### config.mk
export PLATFORM = sky130hd
export DESIGN_NAME = div_unit
export DESIGN_NICKNAME = d
export VERILOG_FILES = /design/src/rtl/div_unit.sv
export SDC_FILE = /design/constraint.sdc
export NUM_CORES = 1
export LEC_CHECK = 0
export ABC_CLOCK_PERIOD_IN_PS = 13300
export BUFFER_PORTS_ARGS = -buffer_cell sky130_fd_sc_hd__buf_4
export CORE_MARGIN = 5
export CORE_UTILIZATION = 60
export DETAILED_ROUTE_END_ITERATION = 12
export PLACE_DENSITY = 0.78
export SLEW_MARGIN = 20
export SYNTH_ARGS = -nofsm -noshare
export SYNTH_HDL_FRONTEND = slang
export SYNTH_SLANG_ARGS = --single-unit
### constraint.sdc
create_clock -name i_CLK -period 13.3 [get_ports i_CLK]
set_input_delay 0.665 -clock i_CLK [delete_from_list [all_inputs] [get_ports i_CLK]]
set_output_delay 0.665 -clock i_CLK [all_outputs]
set_load 0.02 [all_outputs]
### src/rtl/div_unit.sv
// div_unit - iterative radix-2 restoring divider for RV32M DIV/DIVU/REM/REMU.
//
// Takes one request per handshake, grinds one quotient bit per clock and
// returns a single word (quotient or remainder, per the latched op). The
// hazard unit stalls the pipe on o_Busy while a divide is in flight.
//
// Ports:
//   i_CLK     rising-edge clock
//   i_RSTn    synchronous, active-low reset
//   i_Flush   abort any in-flight op; also drops a same-cycle request
//   i_Valid   request valid            o_Ready  unit can accept a request
//   i_Op      00 DIV, 01 DIVU, 10 REM, 11 REMU
//   i_A       dividend (rs1)           i_B      divisor (rs2)
//   o_Valid   result valid             i_Ready  consumer accepts result
//   o_Result  quotient or remainder    o_Busy   high in BUSY or DONE
//
// Optional feature (macro HAZE_DIV_EARLY_EXIT_EN): when |A| < |B| the result
// is known at accept (quotient 0, remainder A) and is returned after one
// cycle instead of WIDTH. Results are identical with or without it.

module div_unit #(
    parameter int WIDTH = 32,
    localparam int CNT_W = $clog2(WIDTH) + 1
) (
    input  logic             i_CLK,
    input  logic             i_RSTn,
    input  logic             i_Flush,
    input  logic             i_Valid,
    output logic             o_Ready,
    input  logic [1:0]       i_Op,
    input  logic [WIDTH-1:0] i_A,
    input  logic [WIDTH-1:0] i_B,
    output logic             o_Valid,
    input  logic             i_Ready,
    output logic [WIDTH-1:0] o_Result,
    output logic             o_Busy
);

    typedef enum logic [1:0] {S_IDLE, S_BUSY, S_DONE} state_t;

    state_t             state_q, state_d;
    logic [WIDTH-1:0]   rem_q, quo_q, bmag_q;
    logic [CNT_W-1:0]   cnt_q;
    logic               is_rem_q, neg_quo_q, neg_rem_q, special_q;

    // ---------------- accept-side operand conditioning ----------------
    logic               signed_op, a_neg, b_neg, b_zero, ovf, early, special, accept;
    logic [WIDTH-1:0]   a_mag, b_mag;

    assign signed_op = ~i_Op[0];
    assign a_neg     = signed_op & i_A[WIDTH-1];
    assign b_neg     = signed_op & i_B[WIDTH-1];
    assign a_mag     = a_neg ? (~i_A + 1'b1) : i_A;
    assign b_mag     = b_neg ? (~i_B + 1'b1) : i_B;
    assign b_zero    = (i_B == '0);
    // Most-negative / -1 overflows the signed quotient; RV32M defines it.
    assign ovf       = signed_op && (i_A == {1'b1, {(WIDTH-1){1'b0}}}) && (i_B == '1);

`ifdef HAZE_DIV_EARLY_EXIT_EN
    assign early     = !b_zero && (a_mag < b_mag);
`else
    assign early     = 1'b0;
`endif

    // Special cases preload quo/rem with the final answer and skip the loop.
    assign special   = b_zero | ovf | early;
    assign accept    = (state_q == S_IDLE) && i_Valid && !i_Flush;

    // ---------------- one restoring step ----------------
    // rem_sh can exceed WIDTH bits (unsigned divisors near 2^WIDTH), so the
    // compare uses the full WIDTH+1 bits; when it fits, the true difference
    // is below |B| and the low WIDTH bits of the subtraction are exact.
    logic [WIDTH:0]     rem_sh;
    logic [WIDTH-1:0]   diff, rem_nx, quo_nx, rem_fix, quo_fix;
    logic               fits, last;

    assign rem_sh  = {rem_q, quo_q[WIDTH-1]};
    assign fits    = (rem_sh >= {1'b0, bmag_q});
    assign diff    = rem_sh[WIDTH-1:0] - bmag_q;
    assign rem_nx  = fits ? diff : rem_sh[WIDTH-1:0];
    assign quo_nx  = {quo_q[WIDTH-2:0], fits};
    assign quo_fix = neg_quo_q ? (~quo_nx + 1'b1) : quo_nx;
    assign rem_fix = neg_rem_q ? (~rem_nx + 1'b1) : rem_nx;
    assign last    = (cnt_q == CNT_W'(WIDTH - 1));

    // ---------------- FSM ----------------
    always_ff @(posedge i_CLK) begin
        if (!i_RSTn) state_q <= S_IDLE;
        else         state_q <= state_d;
    end

    always_comb begin
        state_d = state_q;
        o_Ready = 1'b0;
        o_Busy  = 1'b0;
        o_Valid = 1'b0;
        case (state_q)
            S_IDLE: begin
                o_Ready = 1'b1;
                if (i_Valid) state_d = S_BUSY;
            end
            S_BUSY: begin
                o_Busy = 1'b1;
                if (special_q || last) state_d = S_DONE;
            end
            S_DONE: begin
                o_Busy  = 1'b1;
                o_Valid = 1'b1;
                if (i_Ready) state_d = S_IDLE;
            end
            default: state_d = S_IDLE;
        endcase
        if (i_Flush) state_d = S_IDLE;
    end

    // ---------------- datapath ----------------
    always_ff @(posedge i_CLK) begin
        if (!i_RSTn) begin
            rem_q     <= '0;
            quo_q     <= '0;
            bmag_q    <= '0;
            cnt_q     <= '0;
            is_rem_q  <= 1'b0;
            neg_quo_q <= 1'b0;
            neg_rem_q <= 1'b0;
            special_q <= 1'b0;
            o_Result  <= '0;
        end else if (accept) begin
            is_rem_q  <= i_Op[1];
            neg_quo_q <= a_neg ^ b_neg;
            neg_rem_q <= a_neg;
            bmag_q    <= b_mag;
            cnt_q     <= '0;
            special_q <= special;
            if (b_zero) begin
                quo_q <= '1;
                rem_q <= i_A;
            end else if (ovf) begin
                quo_q <= i_A;
                rem_q <= '0;
            end else if (early) begin
                quo_q <= '0;
                rem_q <= i_A;
            end else begin
                quo_q <= a_mag;
                rem_q <= '0;
            end
        end else if (state_q == S_BUSY && !i_Flush) begin
            cnt_q <= cnt_q + CNT_W'(1);
            if (special_q) begin
                // Preloaded answers are already signed correctly.
                o_Result <= is_rem_q ? rem_q : quo_q;
            end else begin
                rem_q <= rem_nx;
                quo_q <= quo_nx;
                if (last) o_Result <= is_rem_q ? rem_fix : quo_fix;
            end
        end
    end

endmodule

# After elaboration in Yosys (flattened, before gate mapping)
# Index checks and enable logic that the tools add are counted.
[word_totals]
output_inout_bits = 35
ff_bits = 140
[classes]
n_lt_le_gt_ge = 1
addsub = 6
muxes = 25
bitwise = 11
n_eq_ne = 9
reduce_logical = 17
[ops]
columns = ["cell", "count"]
rows = [
  ["2-to-1 mux 32 bit", 18],
  ["adder 32 x 1 -> 32 bit, second input constant", 4],
  ["NOT 32 bit", 4],
  ["equality test 32 bit, second input constant", 2],
  [">= comparator 33 x 32 -> 1 bit", 1],
  ["zero test 32 bit", 1],
  ["subtractor 32 bit", 1],
  ["adder 6 x 1 -> 6 bit, second input constant", 1],
  ["equality test 6 x 5 -> 1 bit, second input constant", 1],
  ["2-to-1 mux 2 bit", 3],
  ["inequality test 2 bit, second input constant", 3],
  ["case mux 2 bit (3 select lines)", 1],
  ["AND reduction 3 bit", 2],
  ["OR reduction 2 bit", 3],
  ["logical AND 1 bit", 5],
  ["nonzero test 2 bit", 2],
  ["2-to-1 mux 1 bit", 3],
  ["NOT 1 bit", 3],
  ["bitwise AND 1 bit", 2],
  ["equality test 2 x 1 -> 1 bit, second input constant", 1],
  ["equality test 2 bit, second input constant", 1],
  ["zero test 2 bit", 1],
  ["inequality test 2 x 1 -> 1 bit, second input constant", 1],
  ["AND reduction 2 bit", 1],
  ["other kinds (4)", 4],
]

# Logic depth before layout (Yosys ltp)
# Gate-level depths: netlist (run 1).
[depth]
word_depth = 8
depth_mapped = 23

# Worst setup path before layout (run 1)
# Ideal clock, no wire load.
[synth_path]
path_kind = "register -> register"
start = "register rem_q[7]"
end = "register o_Result[12]"
stages_incl_launch_ff = 20
setup_slack_ns = 8.747
t_arrival_ns = 4.431
setup_time_ns = 0.122
synth_period_minus_slack_ns = 4.553
n_path_buf = 3
cell_sequence = "dfxtp_1 -> ha_1 -> buf_2 -> a21oi_1 -> o21ai_0 -> o2bb2ai_1 -> o31ai_4 -> nand2_8 -> clkbuf_1 -> buf_2 -> o21ai_0 -> ha_1 -> nand3_1 -> a211oi_1 -> a41oi_1 -> o31ai_1 -> xor2_1 -> mux4_2 -> nand2_1 -> a21boi_0"
[synth_between]
elab_chain_cells = 8
word_cells_on_any_way = 12
[synth_rtl]
columns = ["element", "line_no", "rtl"]
rows = [
  ["start: declaration", "42", "logic [WIDTH-1:0] rem_q, quo_q, bmag_q;"],
  ["start signal: assignment", "137", "rem_q <= i_A;"],
  ["start signal: assignment", "143", "rem_q <= i_A;"],
  ["start signal: assignment", "154", "rem_q <= rem_nx;"],
  ["subtractor 32 bit / >= comparator 33 x 32 -> 1 bit (equally long branches)", "79, 78", ""],
  ["2-to-1 mux 32 bit", "80", "assign rem_nx = fits ? diff : rem_sh[WIDTH-1:0];"],
  ["NOT 32 bit", "83", "assign rem_fix = neg_rem_q ? (~rem_nx + 1'b1) : rem_nx;"],
  ["adder 32 x 1 -> 32 bit", "83", ""],
  ["2-to-1 mux 32 bit", "83", ""],
  ["2-to-1 mux 32 bit * (2 in series)", "156", "if (last) o_Result <= is_rem_q ? rem_fix : quo_fix;"],
  ["2-to-1 mux 32 bit *", "150", "if (special_q) begin"],
  ["end signal: assignment", "152", "o_Result <= is_rem_q ? rem_q : quo_q;"],
  ["end signal: assignment", "156", ""],
  ["end: declaration", "35", "output logic [WIDTH-1:0] o_Result,"],
]
# Mark *: on every way between the ends. The rest lies on a longest branch, timed or not. The select of a mux whose other input is x is not followed.
# A chain may end at the register's enable or synchronous reset.

# Worst setup path after layout (run 1)
[layout_path]
start = "register rem_q[5]"
end = "register o_Result[30]"
# Same word-level chain as after synthesis.

==> results.md, run 1 <==
* Clk_skew at 13.2 ps
* CTS tree: built
* PnR worst setup slack at 7810 ps
* Switching Fraction at 0.441
* Gr ovfl total at 0
* Clk network pwr share at 0.271
* Power per cell area at 133 mW/mm2
* Yosys warns at 0
* ANT nets after route at 0
* Synth unique cells at 88
* Primary FF master, synth: dfxtp_1
* Die height at 153 um
* DR pass1 iterations at 8
* Max frequency at 182 MHz
* Kind of critical path: flip-flop to flip-flop
* Critical path peak fanout at 53
* Vias post-DR at 12800
* Cts bufs inserted at 17
* Crit path cell chain: ha_1, a21oi_2, o21ai_0, o2bb2ai_1, o31ai_4, nand2_8, o21ai_0, ha_1, nand3_1, a211oi_1, a41oi_1, nor4_4, nand3_2, o31ai_2, xnor2_1, o21ai_1
* Antenna diodes at 0
* Clock Path Buffers at 2
* Core ar. at 0.0202 mm2
* Maxcap violations at 0
* Period utilisation layout at 0.413
* Iter 0 DRT Violations at 1281
* Most common cell in the netlist: nand2_1
* Syn Area/Cell at 7.68 um2
* Seq cells post-synth at 140
* Mapped Cells at 1604
* CP required at 13620 ps
* CTS Root Cell: clkbuf_16
* Worst-margin pin slew at 1020 ps
* Worst setup EP type: flip-flop
* Starting Density at 0.609
* Pre-CTS setup slack at 7960 ps
* Vias/cell at 6.70
* I/O Pins at 106
* Clk slew on worst S/H paths at 70 ps
* Final net count at 1739
* P&R area growth vs syn at 11.1%
* Run status: completed
* Routed wire length at 40800 um
* Worst path bufs/invs at 0
* Worst-Skew Late Latency at 450 ps
* Reg power frac at 0.264
* Final Hold Fails at 0
* Full die area at 0.0235 mm2
* Placer Congestion at 0.975
* Leak at 0.00548 uW
* Worst vdd ir at 0.0000841 V
* First-pass GRT wire length at 64000 um
* Cell taking the most area after synthesis: dfxtp_1
* Detailed placement HPWL at 29800 um
* Sw Pwr at 805 uW
* Top-area cell type share of the netlist area at 0.228
* CP delay by family, top: compound AO/OA/AOI/OAI gates
* Vias in the first global route at 11700
* Post-cts resize count at 0
* Pin count of the biggest net entering global routing at 88
* Arr. time, crit path at 5810 ps
* Comb pwr share at 0.465
* P_int at 1020 uW
* Syn Nets at 1718
* Fin crit period at 5490 ps
* Top cells by area, synth: dfxtp_1, nand2_1, xnor2_1
* RSZ-0062 raised after global routing: no
* Post-synth EDFFs at 0
* Max incr delay on CP at 590 ps
* Fraction of registers with async set/reset at 0
* GRT Total Usage at 0.334
* Number of remaining DRC errors at 0
* Worst path slowest cell: o31ai_4
* Pins Over Slew Limit at 0
* Tightest Hold Check Type: flip-flop to flip-flop
* Seq/Total Area, Yosys at 0.228
* Port bufs at 105
* Fraction of layout cells with a size suffix above 1 at 0.134
* Antenna violations before repair at 0
* Synth cell count leaders: nand2_1, dfxtp_1, nor2_1, a21oi_1, clkbuf_1
* Crit path launch type: flip-flop
* Routed WL per cell at 21.4 um
* Setup TNS at 0 ps
* H-tree levels at 4
* Post-CTS Hold Fix Bufs at 0
* Std cell rows at 52
* Die Width at 153 um
* Clk sinks at 140
* Worst rel slew slack at 0.318
* Cell Area, Synth at 0.0123 mm2
* # setup viols final at 0
* Setup bufs post-CTS at 0
[worst register-to-register path: cells and delay by family, from the launching register on]
family	cells	cell delay (ps)
compound gates	9	2860
xor+xnor	1	170
fa+ha+maj	2	700
simple gates	4	1150
flops	1	490
[power groups by stage]
stage               logic (uW)  registers, uW  clock network (uW)
floorplan                  630            470                   0
CTS                        826            478                 495
detailed placement         822            488                   0
finish                     849            481                 495
global route               923            483                 514
global placement           817            486                   0
[registers in the layout, indices dropped and copies added (netlist names)]
| register | count |
|---|---|
| bmag_q | 32 |
| o_Result | 32 |
| quo_q | 32 |
| rem_q | 32 |
| cnt_q | 6 |
| state_q | 2 |
| is_rem_q | 1 |
| neg_quo_q | 1 |
| neg_rem_q | 1 |
| special_q | 1 |
[worst paths after layout]
check / from / to / slack [ps] / cells past startpoint
max reg2reg: rem_q[5] / o_Result[30] / 7810 / 16
max: rem_q[5] / o_Result[30] / 7810 / 16
min reg2reg: o_Result[6] / o_Result[6] / 470 / 2
min: o_Result[6] / o_Result[6] / 470 / 2
[per-layer routing]
metal  share of wire  vias to the layer above  global-route usage
met5               0                        -                   0
met2            0.42                      745               0.491
met4           0.034                        0               0.120
li1                -                     5972                   -
met3            0.12                      104              0.0811
met1            0.43                     5955               0.476
[cell type report]
| class | instances | area [um2] |
|---|---|---|
| flip-flops and latches | 140 | 2800 |
| fillers | 1782 | 6560 |
| multi-input cells | 1288 | 8840 |
| clock buffers | 18 | 429 |
| well taps | 270 | 338 |
| inverters | 62 | 238 |
| repair buffers | 116 | 871 |
| clock inverters | 14 | 155 |
[placed cells by master (no fill, tap or decap), types with 12 or more instances in the layout]
| master | netlist | routed |
|---|---|---|
| nand2_1 | 203 | 203 |
| dfxtp_1 | 140 | 139 |
| nor2_1 | 120 | 117 |
| buf_4 | 1 | 116 |
| a21oi_1 | 92 | 91 |
| o21ai_0 | 84 | 84 |
| xnor2_1 | 79 | 79 |
| inv_1 | 60 | 60 |
| xor2_1 | 51 | 51 |
| o211a_1 | 43 | 43 |
| nor3_1 | 42 | 42 |
| a21boi_0 | 42 | 42 |
| ha_1 | 42 | 42 |
| nand3_1 | 31 | 31 |
| o31ai_1 | 31 | 31 |
| mux2i_1 | 28 | 28 |
| o221ai_1 | 25 | 25 |
| or3_1 | 22 | 22 |
| o211ai_1 | 22 | 22 |
| nor3b_1 | 22 | 22 |
| nand4_1 | 21 | 21 |
| nor4_1 | 17 | 17 |
| clkbuf_16 | 0 | 17 |
| a31oi_1 | 16 | 16 |
| a221oi_1 | 16 | 16 |
| mux4_2 | 15 | 15 |
| nor2b_1 | 14 | 14 |
| a211oi_1 | 13 | 13 |
| nand2b_1 | 12 | 12 |
| a21o_1 | 13 | 12 |
[through the flow]
stage	cells	instance area [um2]	hold WS [ps]	utilization	total power (uW)
after detailed placement	1876	13100	456	0.647	1310
final	1908	13700	467	0.676	1830
after CTS	1908	13700	465	0.676	1800
after floorplan	1604	12300	441	-	1100
after global routing	1908	13700	494	0.676	1920
after global placement	1876	13100	451	0.647	1300
[cells by family (layout without fill, tap and decap cells)]
group,after synthesis,in the layout,synth area share
mux,53,53,0.0593
simple gates,568,568,0.229
buf+inv,176,210,0.0563
xor+xnor,130,130,0.0925
compound gates,494,494,0.291
flops,140,140,0.228
fa+ha+maj,43,43,0.0443
(Power assumes the default switching activity.)
==> run 2, diff against run 1 <==
--- a/config.mk
+++ b/config.mk
@@ -5,7 +5,7 @@
 export SDC_FILE = /design/constraint.sdc
 export NUM_CORES = 1
 export LEC_CHECK = 0
-export ABC_CLOCK_PERIOD_IN_PS = 13300
+export ABC_CLOCK_PERIOD_IN_PS = 5660
 export BUFFER_PORTS_ARGS = -buffer_cell sky130_fd_sc_hd__buf_4
 export CORE_MARGIN = 5
 export CORE_UTILIZATION = 60
==> constraint.sdc (replaced) <==
create_clock -name i_CLK -period 5.66 [get_ports i_CLK]
set_input_delay 0.283 -clock i_CLK [delete_from_list [all_inputs] [get_ports i_CLK]]
set_output_delay 0.283 -clock i_CLK [all_outputs]
set_load 0.02 [all_outputs]
==> run 2 against run 1 <==
- hold slack got worse by 350 ps
- critical endpoint is now o_Result[12]
- die area stayed put
- sequential cell count unchanged
- via count fell by 1.6%
- register-to-register slack got worse by 7400 ps
- critical path depth unchanged
- maximum frequency increased by 5.3%
- design area up 0.46%
- power is 130% higher
==> results.md, run 2 (same netlist as run 1, synthesis figures left out) <==
* Run status: completed
* Hold endpoint: is_rem_q
* Commonest non-fill, non-tap cell in the layout: nand2_1
* Arr. time, crit path at 5530 ps (-280 ps)
* DR pass1 iterations at 5 (-3)
* First-pass GRT wire length at 64000 um (about the same)
* Period utilisation layout at 0.921 (+0.509)
* Fraction of layout cells with a size suffix above 1 at 0.137 (+0.00369)
* Worst setup EP type: flip-flop
* Clock Path Buffers at 2 (unchanged)
* Routed wire length at 40600 um (-0.59%)
* Fin util at 0.679 (+0.00309)
* Crit path launch type: flip-flop
* Post-cts resize count at 0 (unchanged)
* Beginning of the critical path: rem_q[5]
* ANT nets after route at 0 (unchanged)
* Reg2reg path depth at 16 (unchanged)
* PnR worst setup slack at 445 ps (-7360 ps)
* Setup bufs post-CTS at 0 (unchanged)
* Worst-Skew Late Latency at 440 ps (about the same)
* Die Width at 153 um (unchanged)
* Internal reg-to-reg setup slack at 440 ps (-7360 ps)
* Worst Hold Path Cells at 3 (+1)
* Antenna diodes at 0 (unchanged)
* Max frequency at 192 MHz (+5.3%)
* Tightest Hold Check Type: primary input to flip-flop
* P&R area growth vs syn at 11.6%
* Core ar. at 0.0202 mm2 (unchanged)
* FF-to-FF End: o_Result[12]
* Routed WL per cell at 21.2 um (-0.95%)
* Setup TNS at 0 ps (unchanged)
* Worst vdd ir at 0.000208 V (+150%)
* Kind of critical path: flip-flop to flip-flop
* Critical R2R Launch: rem_q[5]
* CTS tree: built
* Vias in the first global route at 11500 (-1.7%)
* Cts bufs inserted at 17 (unchanged)
* Worst rel slew slack at 0.159 (-0.159)
* Std cell rows at 52 (unchanged)
* Antenna violations before repair at 1 (+1)
* Full die area at 0.0235 mm2 (unchanged)
* Number of remaining DRC errors at 0 (unchanged)
* Vias/cell at 6.57 (-1.9%)
* Final instance area at 0.0137 mm2 (+0.46%)
* Post-CTS Hold Fix Bufs at 0 (unchanged)
* # setup viols final at 0 (unchanged)
* Pre-CTS setup slack at 521 ps (-7440 ps)
* Final Hold Fails at 0 (unchanged)
* Clk slew on worst S/H paths at 70 ps (about the same)
* Vias post-DR at 12600 (-1.6%)
* Most frequent cells in the layout: nand2_1, dfxtp_1, buf_4
* I/O Pins at 106 (unchanged)
* Final net count at 1746 (+0.40%)
* Iter 0 DRT Violations at 1476 (+15%)
* Critical path peak fanout at 15 (-72%)
* Clk_skew at 15.9 ps (+2.72 ps)
* GRT Total Usage at 0.335 (+0.000613)
* Detailed placement HPWL at 30100 um (+0.82%)
* Clk sinks at 140 (unchanged)
* Power per cell area at 312 mW/mm2 (+130%)
* H-tree levels at 4 (unchanged)
* CTS Root Cell: clkbuf_16
* Pins Over Slew Limit at 0 (unchanged)
* Port bufs at 105 (unchanged)
* Die height at 153 um (unchanged)
* Starting Density at 0.609 (unchanged)
* CP required at 5980 ps (-7640 ps)
* Worst-margin pin slew at 1250 ps (+229 ps)
* Maxcap violations at 0 (unchanged)
* RSZ-0062 raised after global routing: no
* Worst Hold Launch: i_Op[1]
* Fin crit period at 5220 ps (-275 ps)
* Placer Congestion at 1.01 (+3.1%)
* Placed cell area at 0.0132 mm2 (+0.50%)
* Gr ovfl total at 0 (unchanged)
* Leak at 0.00552 uW (+0.70%)
* Pin count of the biggest net entering global routing at 80 (-9.1%)
[run 2: cell count changes in the layout (fill, tap and decap cells not counted), sizes merged]
cell / change
inv: -1
clkinv: +1
buf: +7
[run 2: worst max-delay path by stage]
stage                     depth (start not counted)            to  slack, ps
final                                            16  o_Result[12]        440
after global routing                             16  o_Result[28]        110
after CTS                                        16  o_Result[12]        500
after detailed placement                         16  o_Result[12]        520
after global placement                           16  o_Result[28]        730
after floorplan                                  19  o_Result[12]       1110
[run 2: final cells by class]
class                   count  area (um2)
inverters                  62         238
flip-flops and latches    140        2800
clock buffers              18         429
clock inverters            14         153
fillers                  1800        6490
repair buffers            123         936
well taps                 270         338
multi-input cells        1288        8840
[run 2: where the power goes]
group	switching [uW]	internal (uW)	leakage [uW]	total (uW)
clock network	524	624	0.000276	1150
logic	1280	742	0.00410	2020
registers	80.9	1040	0.00114	1120
[run 2: metrics by stage]
stage / instances / hold slack (ps) / power, uW
2_1_floorplan: 1604 / 428 / 2590
3_5_place_dp: 1883 / 464 / 3090
6_report: 1915 / 116 / 4290
3_3_place_gp: 1883 / 450 / 3070
5_1_grt: 1915 / 134 / 4510
4_1_cts: 1915 / 102 / 4240
[run 2: worst max-delay path, cell delays in order, from the launching register on]
cell	delay [ps]
dfxtp_1	490
ha_1	370
a21oi_2	300
o21ai_0	170
o2bb2ai_1	280
o31ai_4	630
nand2_8	180
mux2i_1	300
ha_1	320
nand3_1	170
a211oi_1	350
a41oi_1	330
o31ai_1	440
xor2_1	130
mux4_2	470
nand2_1	80
a21boi_0	70
[run 2: metal layers]
metal,global-route usage,up-vias,routed length [um]
met1,0.477,5802,17500
li1,-,5980,-
met4,0.108,2,1160
met5,0,-,13
met3,0.0891,70,4830
met2,0.492,722,17100
